**src/rtl/clk_div_gen_if.sv**
```systemverilog
// Configuration channel for clk_div_gen: one request slot carrying target channel, ratio and phase.
// The master drives the request fields; the slave returns ready when its slot is free.
interface clk_div_gen_if #(
  parameter int unsigned DIV_W = 8
) ();

  logic             cfg_valid;
  logic             cfg_ready;
  logic [2:0]       cfg_ch;
  logic [DIV_W-1:0] cfg_div;
  logic [DIV_W-1:0] cfg_phase;

  modport master (
    output cfg_valid,
    output cfg_ch,
    output cfg_div,
    output cfg_phase,
    input  cfg_ready
  );

  modport slave (
    input  cfg_valid,
    input  cfg_ch,
    input  cfg_div,
    input  cfg_phase,
    output cfg_ready
  );

endinterface

```
**src/rtl/clk_div_gen.sv**
```systemverilog
// Multi-channel clock-enable generator with period-boundary reconfiguration and a lock monitor.
// Optional macro CLKGEN_PHASE_EN: cfg_phase becomes the counter load value when an update applies.
module clk_div_gen #(
  parameter int unsigned NUM_CH      = 2,
  parameter int unsigned DIV_W       = 8,
  parameter int unsigned DEF_DIV     = 50,
  parameter int unsigned LOCK_CYCLES = 16
) (
  input  logic              refclk,
  input  logic              reset_n,
  clk_div_gen_if.slave      cfg,
  input  logic              sync_i,
  output logic [NUM_CH-1:0] tick_o,
  output logic [NUM_CH-1:0] clk_out_o,
  output logic              extlock_o
);

  localparam int unsigned      LkW    = $clog2(LOCK_CYCLES + 1);
  localparam logic [LkW-1:0]   LkMax  = LkW'(LOCK_CYCLES);
  localparam logic [DIV_W-1:0] DivOne = DIV_W'(1);
  localparam logic [DIV_W-1:0] DivDef = DIV_W'(DEF_DIV);

  // Request slot: StReset holds ready low until the first clock after reset release.
  typedef enum logic [1:0] {
    StReset,
    StIdle,
    StPend
  } cfg_st_e;

  cfg_st_e st_q, st_d;

  logic [NUM_CH-1:0][DIV_W-1:0] cnt_q, cnt_d;
  logic [NUM_CH-1:0][DIV_W-1:0] div_q, div_d;
  logic [NUM_CH-1:0]            wrap;
  logic [NUM_CH-1:0]            apply;
  logic [NUM_CH-1:0]            tick_q, tick_d;
  logic [NUM_CH-1:0]            clk_q, clk_d;

  logic [2:0]       pend_ch_q, pend_ch_d;
  logic [DIV_W-1:0] pend_div_q, pend_div_d;
  logic [DIV_W-1:0] load_val;

  logic [LkW-1:0] lk_q, lk_d;
  logic           ext_q, ext_d;

  logic xfer;
  logic ch_ok;
  logic accept;
  logic any_apply;
  logic lk_clr;
  logic rdy;

  // ---------------------------------------------------------------------------------------------
  // Configuration handshake
  // ---------------------------------------------------------------------------------------------
  assign xfer   = cfg.cfg_valid & rdy;
  assign ch_ok  = 32'(cfg.cfg_ch) < NUM_CH;
  assign accept = xfer & ch_ok;

  always_ff @(posedge refclk or negedge reset_n) begin
    if (!reset_n) begin
      st_q <= StReset;
    end else begin
      st_q <= st_d;
    end
  end

  always_comb begin
    st_d = st_q;
    unique case (st_q)
      StReset: st_d = StIdle;
      StIdle:  if (accept) st_d = StPend;
      StPend:  if (any_apply) st_d = StIdle;
      default: st_d = StIdle;
    endcase
  end

  always_comb begin
    rdy = 1'b0;
    unique case (st_q)
      StIdle:  rdy = 1'b1;
      default: rdy = 1'b0;
    endcase
  end

  assign cfg.cfg_ready = rdy;

  // Out-of-range channels complete the handshake but never reach the slot.
  always_comb begin
    pend_ch_d  = pend_ch_q;
    pend_div_d = pend_div_q;
    if (accept) begin
      pend_ch_d  = cfg.cfg_ch;
      pend_div_d = (cfg.cfg_div == '0) ? DivOne : cfg.cfg_div;
    end
  end

  always_ff @(posedge refclk or negedge reset_n) begin
    if (!reset_n) begin
      pend_ch_q  <= '0;
      pend_div_q <= DivOne;
    end else begin
      pend_ch_q  <= pend_ch_d;
      pend_div_q <= pend_div_d;
    end
  end

`ifdef CLKGEN_PHASE_EN
  logic [DIV_W-1:0] pend_phase_q;

  always_ff @(posedge refclk or negedge reset_n) begin
    if (!reset_n) begin
      pend_phase_q <= '0;
    end else if (accept) begin
      pend_phase_q <= cfg.cfg_phase;
    end
  end

  // One comparator serves all channels: only one update can be pending at a time.
  assign load_val = (pend_phase_q < pend_div_q) ? pend_phase_q : '0;
`else
  logic unused_phase;

  assign unused_phase = ^cfg.cfg_phase;
  assign load_val     = '0;
`endif

  // ---------------------------------------------------------------------------------------------
  // Channel counters
  // ---------------------------------------------------------------------------------------------
  always_comb begin
    for (int i = 0; i < NUM_CH; i++) begin
      wrap[i]  = (cnt_q[i] == div_q[i] - DivOne);
      apply[i] = (st_q == StPend) && (pend_ch_q == 3'(i)) && (wrap[i] || sync_i);
    end
  end

  assign any_apply = |apply;

  // sync takes priority over a normal wrap and forces every counter to zero.
  always_comb begin
    for (int i = 0; i < NUM_CH; i++) begin
      div_d[i] = div_q[i];
      cnt_d[i] = cnt_q[i] + DivOne;
      if (apply[i]) begin
        div_d[i] = pend_div_q;
        cnt_d[i] = sync_i ? '0 : load_val;
      end else if (sync_i || wrap[i]) begin
        cnt_d[i] = '0;
      end
    end
  end

  always_ff @(posedge refclk or negedge reset_n) begin
    if (!reset_n) begin
      for (int i = 0; i < NUM_CH; i++) begin
        cnt_q[i] <= '0;
        div_q[i] <= DivDef;
      end
    end else begin
      cnt_q <= cnt_d;
      div_q <= div_d;
    end
  end

  // ---------------------------------------------------------------------------------------------
  // Registered outputs
  // ---------------------------------------------------------------------------------------------
  always_comb begin
    for (int i = 0; i < NUM_CH; i++) begin
      tick_d[i] = wrap[i];
      clk_d[i]  = (cnt_q[i] < (div_q[i] >> 1));
    end
  end

  always_ff @(posedge refclk or negedge reset_n) begin
    if (!reset_n) begin
      tick_q <= '0;
      clk_q  <= '0;
    end else begin
      tick_q <= tick_d;
      clk_q  <= clk_d;
    end
  end

  assign tick_o    = tick_q;
  assign clk_out_o = clk_q;

  // ---------------------------------------------------------------------------------------------
  // Lock monitor
  // ---------------------------------------------------------------------------------------------
  assign lk_clr = sync_i | any_apply;

  // extlock drops on the same edge that clears the counter, not one cycle later.
  always_comb begin
    lk_d = lk_q;
    if (lk_clr) begin
      lk_d = '0;
    end else if (lk_q != LkMax) begin
      lk_d = lk_q + LkW'(1);
    end
    ext_d = !lk_clr && (lk_q == LkMax);
  end

  always_ff @(posedge refclk or negedge reset_n) begin
    if (!reset_n) begin
      lk_q  <= '0;
      ext_q <= 1'b0;
    end else begin
      lk_q  <= lk_d;
      ext_q <= ext_d;
    end
  end

  assign extlock_o = ext_q;

endmodule

```
**src/flat_wrapper.sv**
```systemverilog
// flat-port wrapper written by rule: the top's interface ports become plain ports
module clk_div_gen_flat 
#(
  parameter int unsigned NUM_CH      = 2,
  parameter int unsigned DIV_W       = 8,
  parameter int unsigned DEF_DIV     = 50,
  parameter int unsigned LOCK_CYCLES = 16
)
  (refclk, reset_n, sync_i, tick_o, clk_out_o, extlock_o, cfg_cfg_valid, cfg_cfg_ch, cfg_cfg_div, cfg_cfg_phase, cfg_cfg_ready);
  clk_div_gen_if #(.DIV_W(DIV_W)) cfg_i ();
  input  logic refclk;
  input  logic reset_n;
  input  logic sync_i;
  output logic [NUM_CH-1:0] tick_o;
  output logic [NUM_CH-1:0] clk_out_o;
  output logic extlock_o;
  input wire logic [$bits(cfg_i.cfg_valid)-1:0] cfg_cfg_valid;
  input wire logic [$bits(cfg_i.cfg_ch)-1:0] cfg_cfg_ch;
  input wire logic [$bits(cfg_i.cfg_div)-1:0] cfg_cfg_div;
  input wire logic [$bits(cfg_i.cfg_phase)-1:0] cfg_cfg_phase;
  output wire logic [$bits(cfg_i.cfg_ready)-1:0] cfg_cfg_ready;
  assign cfg_i.cfg_valid = cfg_cfg_valid;
  assign cfg_i.cfg_ch = cfg_cfg_ch;
  assign cfg_i.cfg_div = cfg_cfg_div;
  assign cfg_i.cfg_phase = cfg_cfg_phase;
  assign cfg_cfg_ready = cfg_i.cfg_ready;
  clk_div_gen #(.NUM_CH(NUM_CH), .DIV_W(DIV_W), .DEF_DIV(DEF_DIV), .LOCK_CYCLES(LOCK_CYCLES)) u_core (.refclk(refclk), .reset_n(reset_n), .cfg(cfg_i), .sync_i(sync_i), .tick_o(tick_o), .clk_out_o(clk_out_o), .extlock_o(extlock_o));
endmodule
```
**config.mk**
```make
export PLATFORM = sky130hd
export DESIGN_NAME = clk_div_gen_flat
export DESIGN_NICKNAME = d
export VERILOG_FILES = /design/src/rtl/clk_div_gen_if.sv /design/src/rtl/clk_div_gen.sv /design/src/flat_wrapper.sv
export SDC_FILE = /design/constraint.sdc
export NUM_CORES = 1
export LEC_CHECK = 0
export ABC_AREA = 1
export CAP_MARGIN = 20
export CORE_MARGIN = 1
export CORE_UTILIZATION = 45
export DETAILED_ROUTE_END_ITERATION = 10
export PLACE_DENSITY = 0.75
export REMOVE_ABC_BUFFERS = 1
export SLEW_MARGIN = 20
export SYNTH_ARGS = -nofsm -noshare
export SYNTH_HDL_FRONTEND = slang
export SYNTH_SLANG_ARGS = --single-unit
```
**constraint.sdc**
```tcl
create_clock -name refclk -period 2.7 [get_ports refclk]
set_input_delay 0.27 -clock refclk [delete_from_list [all_inputs] [get_ports refclk]]
set_output_delay 0.27 -clock refclk [all_outputs]
set_load 0.1 [all_outputs]
```
Yosys cells after proc, flatten, opt, wreduce, memory -nomap -nowiden:

Cells that the tools add are included.

* flip-flop bits (word level): 55
* input port bits: 23
* output and inout bits: 6
* word-level logic and storage cells: 55

* add/subtract/negate cells: 5
* magnitude comparators: 3
* equality and inequality tests: 9
* multiplexer cells: 11
* bitwise gates (word level): 3
* reduce and logical (&&, ||, !) cells: 13

Operator list (number)
* $mux 8: 5
* $add 8x1->8 const B: 2
* $eq 8x8->1: 2
* $lt 8x7->1: 2
* $sub 8x1->8 const B: 2
* $mux 5: 2
* $logic_not 8->1: 1
* $add 5x1->5 const B: 1
* $eq 5x5->1 const B: 1
* $logic_and 1x1->1: 5
* $ne 5x5->1 const B: 1
* $mux 2: 2
* $ne 2x1->1 const B: 2
* $pmux 2 s2: 1
* $eq 3x1->1 const B: 1
* $logic_not 3->1: 1
* $lt 3x2->1 const B: 1
* $and 1x1->1: 2
* $eq 2x1->1 const B: 1
* $eq 2x2->1 const B: 1
* $logic_or 1x1->1: 2
* $reduce_and 2->1: 1
* $reduce_bool 2->1: 1
* $reduce_or 2->1: 1
* other kinds (3): 3

Depth between registers and ports, before layout:

Gate-level depths: netlist (run 1).

* depth after elaboration: 8
* mapped depth: 15
* depth with buffers taken out: 15

Least setup slack after synthesis (run 1):

Ideal clock, no wire load.

* path type: reg-to-reg
* start point: register u_core.st_q[1]
* end point: register u_core.pend_div_q[4]
* library setup time: 132 ps
* data arrival time: 2341 ps
* required time: 2568 ps
* slack: 227 ps
* stages on the path, launching flop included: 6
* buffers on the path: 1
* clock period less this slack: 2473 ps
* cell sequence: dfrtp_1 > nor2_1 > nand3_1 > inv_1 > clkbuf_1 > o21ai_0

* longest elaborated chain between the ends: 4

RTL lines
* start: declaration: line clk_div_gen.sv:30 `cfg_st_e st_q, st_d;`
* start signal: assignment: line clk_div_gen.sv:62 `st_q <= StReset;`
* start signal: assignment: line clk_div_gen.sv:64 `st_q <= st_d;`
* $eq 2x1->1: line clk_div_gen.sv:80 `unique case (st_q)`
* $mux 1: line clk_div_gen.sv:80
* named net cfg_cfg_ready: line flat_wrapper.sv:21 `output wire logic [$bits(cfg_i.cfg_ready)-1:0] cfg_cfg_ready;`
* $and 1x1->1: line clk_div_gen.sv:56 `assign xfer = cfg.cfg_valid & rdy;`
* $and 1x1->1: line clk_div_gen.sv:58 `assign accept = xfer & ch_ok;`
* end signal: assignment: line clk_div_gen.sv:101 `pend_div_q <= DivOne;`
* end signal: assignment: line clk_div_gen.sv:104 `pend_div_q <= pend_div_d;`
* end: declaration: line clk_div_gen.sv:40 `logic [DIV_W-1:0] pend_div_q, pend_div_d;`

The timed path passes the listed nets, and every way through them passes these cells.
A chain may end at the register's enable or synchronous reset.

Worst setup path after layout (run 1):

* start point: register u_core.div_q[1] in the netlist's numbering
* end point: register u_core.ext_q, in the netlist u_core.extlock_o

* longest elaborated chain between the ends: 8

RTL lines
* start: declaration: line clk_div_gen.sv:33 `logic [NUM_CH-1:0][DIV_W-1:0] div_q, div_d;`
* start signal: indexed assignment: line clk_div_gen.sv:158 `div_q[i] <= DivDef;`
* start signal: assignment: line clk_div_gen.sv:162 `div_q <= div_d;`
* $sub 8x1->8: line clk_div_gen.sv:133 `wrap[i] = (cnt_q[i] == div_q[i] - DivOne);`
* $eq 8x8->1: line clk_div_gen.sv:133
* $logic_or 1x1->1: line clk_div_gen.sv:134 `apply[i] = (st_q == StPend) && (pend_ch_q == 3'(i)) && (wrap[i] || sync_i);`
* $logic_and 1x1->1: line clk_div_gen.sv:134
* $reduce_or 2->1: line clk_div_gen.sv:138 `assign any_apply = |apply;`
* $or 1x1->1: line clk_div_gen.sv:192 `assign lk_clr = sync_i | any_apply;`
* $logic_not 1->1: line clk_div_gen.sv:202 `ext_d = !lk_clr && (lk_q == LkMax);`
* $logic_and 1x1->1: line clk_div_gen.sv:202
* named net u_core.ext_d: line clk_div_gen.sv:44 `logic ext_q, ext_d;`
* end signal: assignment: line clk_div_gen.sv:211 `ext_q <= ext_d;`
* end: declaration: line clk_div_gen.sv:44

The timed path passes the listed nets, and every way through them passes these cells.

==> results.md, run 1 <==
* Outcome: finished, final reports clean
* PostCTS Resize Cnt at 0
* CP max stage delay at 0.57 ns
* HP Class: in2async
* EDFF count, synth at 0
* Async SR Flop Fraction at 1.000
* Filler Cells Inserted at 688
* Total Wirelength at 5.830 mm
* Crit path max-delay family: simple AND/OR/NAND/NOR gates
* Boundary Pins at 29
* Largest net degree at the start of global routing at 24
* Nets at 459
* CP Data Required Time at 2.90 ns
* Final Hold Viols at 0
* CORE AREA at 6832 um2
* # clock sinks at 55
* Cts hold-fix bufs at 1
* Port bufs at 20
* Remaining DRCs at 0
* FP Rows at 30
* CTS buffer count at 5
* Setup TNS Final at 0 ns
* Initial antenna violation count at 0
* Total number of vias at 2458
* DRT Pass-1 Iters at 4
* Dominant synthesized flop cell: dfrtp_1
* HPWL after DPL at 4.483 mm
* Tcrit/Tclk final at 0.8206
* Library cells used by synthesis at 33
* Post-synthesis sequential element count at 55
* Worst path slowest cell: dfstp_2
* Die Height at 86.22 um
* Clock Tree Root: clkbuf_8
* Number of H-tree levels at 2
* Synthesized cell area at 3192 um2
* Area occupied by multi-input gates at 1555 um2
* Avg Inst Size Synth at 8.142 um2
* Die Wd at 86.22 um
* Share of layout cells above drive strength 1 at 0.1435
* Relative slew slack at 0.6522
* Clock latency on the worst-skew pair at 0.31 ns
* FF+latch area at 1385 um2
* Worst-path clk slew at 0.09 ns
* Min Tclk post-route at 2.216 ns
* Register area share after synthesis at 0.4339
* Max_cap viols at 0
* First-pass GRT wire length at 10.23 mm
* Worst EP arrival at 2.42 ns
* Number of global-route vias before repair at 2363
* Gr ovfl total at 0
* DRT antenna net count at 0
* Fmax at 451.3 MHz
* PD cells at 534.8 nW/um2
* Tightest Pin Transition at 0.5217 ns
* GP Congestion at 0.8597
* Lkg Pwr at 1.789 nW
* Synthesis Warnings at 0
* Crit path capture type: flip-flop
* Worst path buffer plus inverter count at 2
* Crit Path Category: reg2reg
* N_diodes at 0
* First DRT Iteration DRCs at 103
* Clock buffer depth at 2
* DR vias/cell at 4.782
* Startpoint Class: flip-flop
* Mapped Cells at 392
* Initial Util at 0.4672
* Final-report max-slew violation count at 0
* Area Growth Syn to Fin at 11.64%
* Total track usage at 0.1751
* Avg WL per Cell at 11.34 um
* CP max FO at 18
* RSZ-0062 raised after global routing: false
* Post-route core utilization at 0.5216
* Setup bufs post-CTS at 0
* Die area at 7434 um2
* Worst vdd ir at 0.2146 mV
* CTS tree: done
* Crit path cell chain: inv_1 > ha_1 > inv_1 > nand2_1 > nand2_1 > nand2_1 > nor2_1 > nand3_1 > nor2_1 > nand2_2 > nand2_4 > nand2_4 > nand3_2 > nor2_1
* Setup Skew at 0.007917 ns
* Final Setup Violations at 0
## synth_stat cells (2+ instances only)
cell type,n,share of area
nand2_1,94,0.11
nor2_1,41,0.048
buf_6,2,0.0071
o21ai_0,14,0.022
nand4_1,3,0.0059
inv_2,3,0.0035
ha_1,18,0.071
dfstp_2,7,0.058
a21oi_1,8,0.013
o21ai_2,16,0.044
nor3b_1,6,0.014
nor4_1,2,0.0039
nor3_1,5,0.0078
inv_1,56,0.066
dfrtp_1,48,0.38
clkbuf_1,2,0.0024
xnor2_1,4,0.011
nand3_2,2,0.0063
nor2_2,3,0.0059
nand3b_1,2,0.0047
xor2_1,11,0.030
nand2_2,7,0.014
nand2_4,4,0.014
or2_2,3,0.0059
nand3_1,23,0.036
## path summary, 6_finish.rpt
path	startpoint	endpoint	slack, ns	cells past startpoint
max in group asynchronous	reset_n	u_core.div_q[12]	1.54	3
max	u_core.div_q[1]	u_core.extlock_o	0.48	14
min	reset_n	u_core.cnt_q[12]	0.46	2
min in group refclk	cfg_cfg_ch[0]	u_core.pend_ch_q[0]	0.50	3
max reg2reg	u_core.div_q[1]	u_core.extlock_o	0.48	14
min reg2reg	u_core.pend_div_q[2]	u_core.pend_div_q[2]	0.50	2
## area by class of cell
cell class,instances,share of cell area
inverter,59,0.06215
timing repair buffer,23,0.05758
sequential,55,0.3887
multi-input combinational,274,0.4364
clock buffer,7,0.02142
tap,96,0.03371
## cells by family after synthesis
kind of cell,count (synthesis),share of synthesized area
AND/OR/NAND/NOR,197,0.2826
buffers and inverters,63,0.07879
flip-flops,55,0.4339
AO/OA/AOI/OAI,44,0.09291
adder cells (fa/ha/maj),18,0.07056
XOR/XNOR,15,0.04116
## worst register-to-register path, cell delays in order (launching register included)
cell,delay (ns)
dfstp_2,0.57
inv_1,0.05
ha_1,0.29
inv_1,0.07
nand2_1,0.05
nand2_1,0.05
nand2_1,0.05
nor2_1,0.10
nand3_1,0.11
nor2_1,0.13
nand2_2,0.09
nand2_4,0.13
nand2_4,0.18
nand3_2,0.18
nor2_1,0.05
## flip-flops by register name, summed over array words and instances (netlist names)
register,count
u_core.st_q,2
u_core.div_q,16
u_core.extlock_o,1
u_core.cnt_q,16
u_core.pend_ch_q,3
u_core.tick_o,2
u_core.lk_q,5
u_core.clk_out_o,2
u_core.pend_div_q,8
## through the flow
step / total power, mW / hold WS, ns / instance area (um2) / setup WS, ns / std cells
after floorplan: 1.355 / -0.02559 / 3162 / -0.1205 / 388
after global placement: 1.468 / 0.2678 / 3477 / 0.5470 / 506
after detailed placement: 1.490 / 0.2837 / 3477 / 0.4907 / 506
after CTS: 1.929 / 0.4789 / 3563 / 0.4685 / 514
after global routing: 2.039 / 0.5195 / 3563 / 0.2817 / 514
final: 1.906 / 0.4587 / 3563 / 0.4843 / 514
## placed cells by master, fill, tap and decap left out, types with 11 or more instances in the layout
cell	netlist	layout
o21ai_0	14	14
o21ai_2	16	16
dfrtp_1	48	48
nand2_1	94	94
xor2_1	11	11
ha_1	18	18
nand3_1	23	23
nor2_1	41	41
clkdlybuf4s50_1	0	13
inv_1	56	56
## layer usage
layer / up-vias / global-route usage / share of wire
met1: 1115 / 0.2267 / 0.48
li1: 1289 / - / -
met5: - / 0 / 0
met3: 9 / 0.04095 / 0.029
met2: 45 / 0.2864 / 0.47
met4: 0 / 0.06515 / 0.018
## power by group
| group | leakage (nW) | internal (mW) | total, mW | switching [mW] |
|---|---|---|---|---|
| clock | 0.0383 | 0.179 | 0.433 | 0.254 |
| sequential | 0.714 | 0.900 | 0.952 | 0.0525 |
| combinational | 1.04 | 0.178 | 0.520 | 0.342 |
| total | 1.79 | 1.26 | 1.91 | 0.649 |
Power figures use the tool's default switching activity.
==> inputs of run 2 (changes only) <==
- clock period: 2.7 -> 2.2 ns (I/O delays scaled with it)
==> run 2 against run 1 <==
Core utilization is 1.9 points higher; clock skew is 0.0029 ns lower; clock power is 62% higher; via count is 0.69% higher; count of clock-buffer cells in the layout is 1 lower; wire length is 1.8% higher.
==> results.md, run 2 (same netlist as run 1, synthesis figures left out) <==
* Outcome: finished, final reports clean (unchanged)
* PD cells at 682.2 nW/um2 (was 534.8 nW/um2)
* Highest-count cells in the layout ignoring fill and taps: nand2_1 (94), inv_1 (56), dfrtp_1 (48) (unchanged)
* Worst setup endpoint: u_core.cnt_q[3] (was u_core.extlock_o)
* Clock Tree Root: clkbuf_8 (unchanged)
* CTS buffer count at 5 (unchanged)
* Cts hold-fix bufs at 0 (was 1)
* Crit path cell chain: inv_1 > ha_4 > nand2_1 > nand2_1 > nand2_1 > nor2_1 > nand3_1 > nor2_1 > nand2_2 > nand2_4 > buf_4 > nor2_1 > o21a_1 (was inv_1 > ha_1 > inv_1 > nand2_1 > nand2_1 > nand2_1 > nor2_1 > nand3_1 > nor2_1 > nand2_2 > nand2_4 > nand2_4 > nand3_2 > nor2_1)
* R2r setup slk at 0.11 ns (was 0.48 ns)
* Initial Util at 0.4672 (unchanged)
* Avg WL per Cell at 11.39 um (was 11.34 um)
* First DRT Iteration DRCs at 132 (was 103)
* Area Growth Syn to Fin at 15.76% (was 11.64%)
* CTS tree: done (unchanged)
* Worst Setup SP: u_core.div_q[1] (unchanged)
* # clock sinks at 55 (unchanged)
* Reg2reg path depth at 13 (was 14)
* Largest net degree at the start of global routing at 56 (was 24)
* Largest regs: u_core.cnt_q x16, u_core.div_q x16, u_core.pend_div_q x8 (unchanged)
* Die area at 7434 um2 (unchanged)
* CP max FO at 8 (was 18)
* DR vias/cell at 4.750 (was 4.782)
* R2R Path End: u_core.cnt_q[3] (was u_core.extlock_o)
* Fmax at 478.0 MHz (was 451.3 MHz)
* Relative slew slack at 0.2580 (was 0.6522)
* Nets at 465 (was 459)
* DRT Pass-1 Iters at 4 (unchanged)
* Worst EP arrival at 2.30 ns (was 2.42 ns)
* Total Wirelength at 5.936 mm (was 5.830 mm)
* HPWL after DPL at 4.304 mm (was 4.483 mm)
* Share of layout cells above drive strength 1 at 0.1718 (was 0.1435)
* Worst r2r src: u_core.div_q[1] (unchanged)
* Crit Path Category: reg2reg (unchanged)
* Setup Skew at 0.005050 ns (was 0.007917 ns)
* Initial antenna violation count at 0 (unchanged)
* Commonest non-fill, non-tap cell in the layout: nand2_1 (unchanged)
* CORE AREA at 6832 um2 (unchanged)
* Switching Share at 0.3248 (was 0.3403)
* Final Hold Viols at 0 (unchanged)
* Crit path max-delay family: simple AND/OR/NAND/NOR gates (unchanged)
* Dpl cell area at 3500 um2 (was 3477 um2)
* Number of global-route vias before repair at 2343 (was 2363)
* Logic pwr share at 0.259 (was 0.273)
* Clock latency on the worst-skew pair at 0.31 ns (about the same)
* Clock buffer depth at 2 (unchanged)
* Tightest Pin Transition at 1.104 ns (was 0.5217 ns)
* Total number of vias at 2475 (was 2458)
* CP Data Required Time at 2.41 ns (was 2.90 ns)
* Gr ovfl total at 0 (unchanged)
* Number of H-tree levels at 2 (unchanged)
* Int Power at 1.702 mW (was 1.257 mW)
* Boundary Pins at 29 (unchanged)
* First-pass GRT wire length at 10.50 mm (was 10.23 mm)
* GP Congestion at 0.8423 (was 0.8597)
* HP Class: in2async (unchanged)
* Port bufs at 20 (unchanged)
* CP max stage delay at 0.57 ns (about the same)
* Filler Cells Inserted at 667 (was 688)
* Worst path slowest cell: dfstp_2 (unchanged)
* Worst path depth at 13 (was 14)
* Clock power frac at 0.278 (was 0.227)
* Lkg Pwr at 1.846 nW (was 1.789 nW)
* Worst vdd ir at 0.3341 mV (was 0.2146 mV)
* Final Setup Violations at 0 (unchanged)
* Die Height at 86.22 um (unchanged)
* Post-route core utilization at 0.5408 (was 0.5216)
* Worst-path clk slew at 0.09 ns (about the same)
* DRT antenna net count at 0 (unchanged)
* FP Rows at 30 (unchanged)
* Final instance area at 3695 um2 (was 3563 um2)
* Switching power at 0.8188 mW (was 0.6486 mW)
* Min Tclk post-route at 2.092 ns (was 2.216 ns)
* Startpoint Class: flip-flop (unchanged)
* N_diodes at 0 (unchanged)
* Crit path capture type: flip-flop (unchanged)
* Share of power burned in registers at 0.464 (was 0.500)
* Max_cap viols at 0 (unchanged)
* Tcrit/Tclk final at 0.9509 (was 0.8206)
* Total track usage at 0.1797 (was 0.1751)
* Final-report max-slew violation count at 0 (unchanged)
* Worst path buffer plus inverter count at 2 (unchanged)
* Die Wd at 86.22 um (unchanged)
* Remaining DRCs at 0 (unchanged)
-- run 2: layout make-up --
type                       count  area [um2]  share of cell area
timing repair buffer          27       232.7             0.06299
tap                           96       120.1             0.03251
inverter                      59       221.5             0.05994
sequential                    55        1385              0.3749
clock buffer                   6       82.58             0.02235
clock inverter                 2       35.03            0.009482
multi-input combinational    276        1618              0.4379
-- run 2: how the worst min path moves through the flow --
stage / to / slack, ns / cells after the start
2_1_floorplan: u_core.clk_out_o[0] / -0.08 / 0
3_3_place_gp: u_core.cnt_q[10] / 0.39 / 2
3_5_place_dp: u_core.cnt_q[9] / 0.40 / 2
4_1_cts: u_core.cnt_q[12] / 0.05 / 2
5_1_grt: u_core.cnt_q[12] / 0.09 / 2
6_report: u_core.cnt_q[10] / 0.03 / 2
-- run 2: through the flow --
| step | cells | setup TNS [ns] | hold slack, ns | worst slack, ns | total power, mW |
|---|---|---|---|---|---|
| after floorplan | 388 | -6.558 | -0.07559 | -0.6205 | 1.663 |
| after global placement | 509 | 0 | 0.3911 | 0.1354 | 1.806 |
| after detailed placement | 509 | 0 | 0.4002 | 0.1043 | 1.828 |
| after CTS | 517 | 0 | 0.05137 | 0.04849 | 2.536 |
| after global routing | 521 | -0.03362 | 0.09240 | -0.03112 | 2.686 |
| final | 521 | 0 | 0.02666 | 0.1080 | 2.521 |
-- run 2: power by group through the flow --
stage | registers, mW | clock network [mW] | logic, mW
finish | 1.17 | 0.700 | 0.652
global placement | 1.18 | 0 | 0.621
CTS | 1.17 | 0.724 | 0.644
global route | 1.18 | 0.763 | 0.742
floorplan | 1.28 | 0 | 0.386
detailed placement | 1.19 | 0 | 0.640
-- run 2: what timing repair did --
action | 4_1_cts | 5_1_grt
resized for setup | 0 | 5
endpoints found under the setup margin | 0 | 16
buffers inserted | 0 | 2
endpoints found under the hold margin | 0 | 0
-- run 2: layer usage --
layer  vias to the layer above  routed length (um)  track usage
met5                         -                   0            0
met4                         0                 100      0.05758
met3                         9                 200      0.03714
met2                        49                2756       0.2922
met1                      1116                2878       0.2407
li1                       1301                   -            -
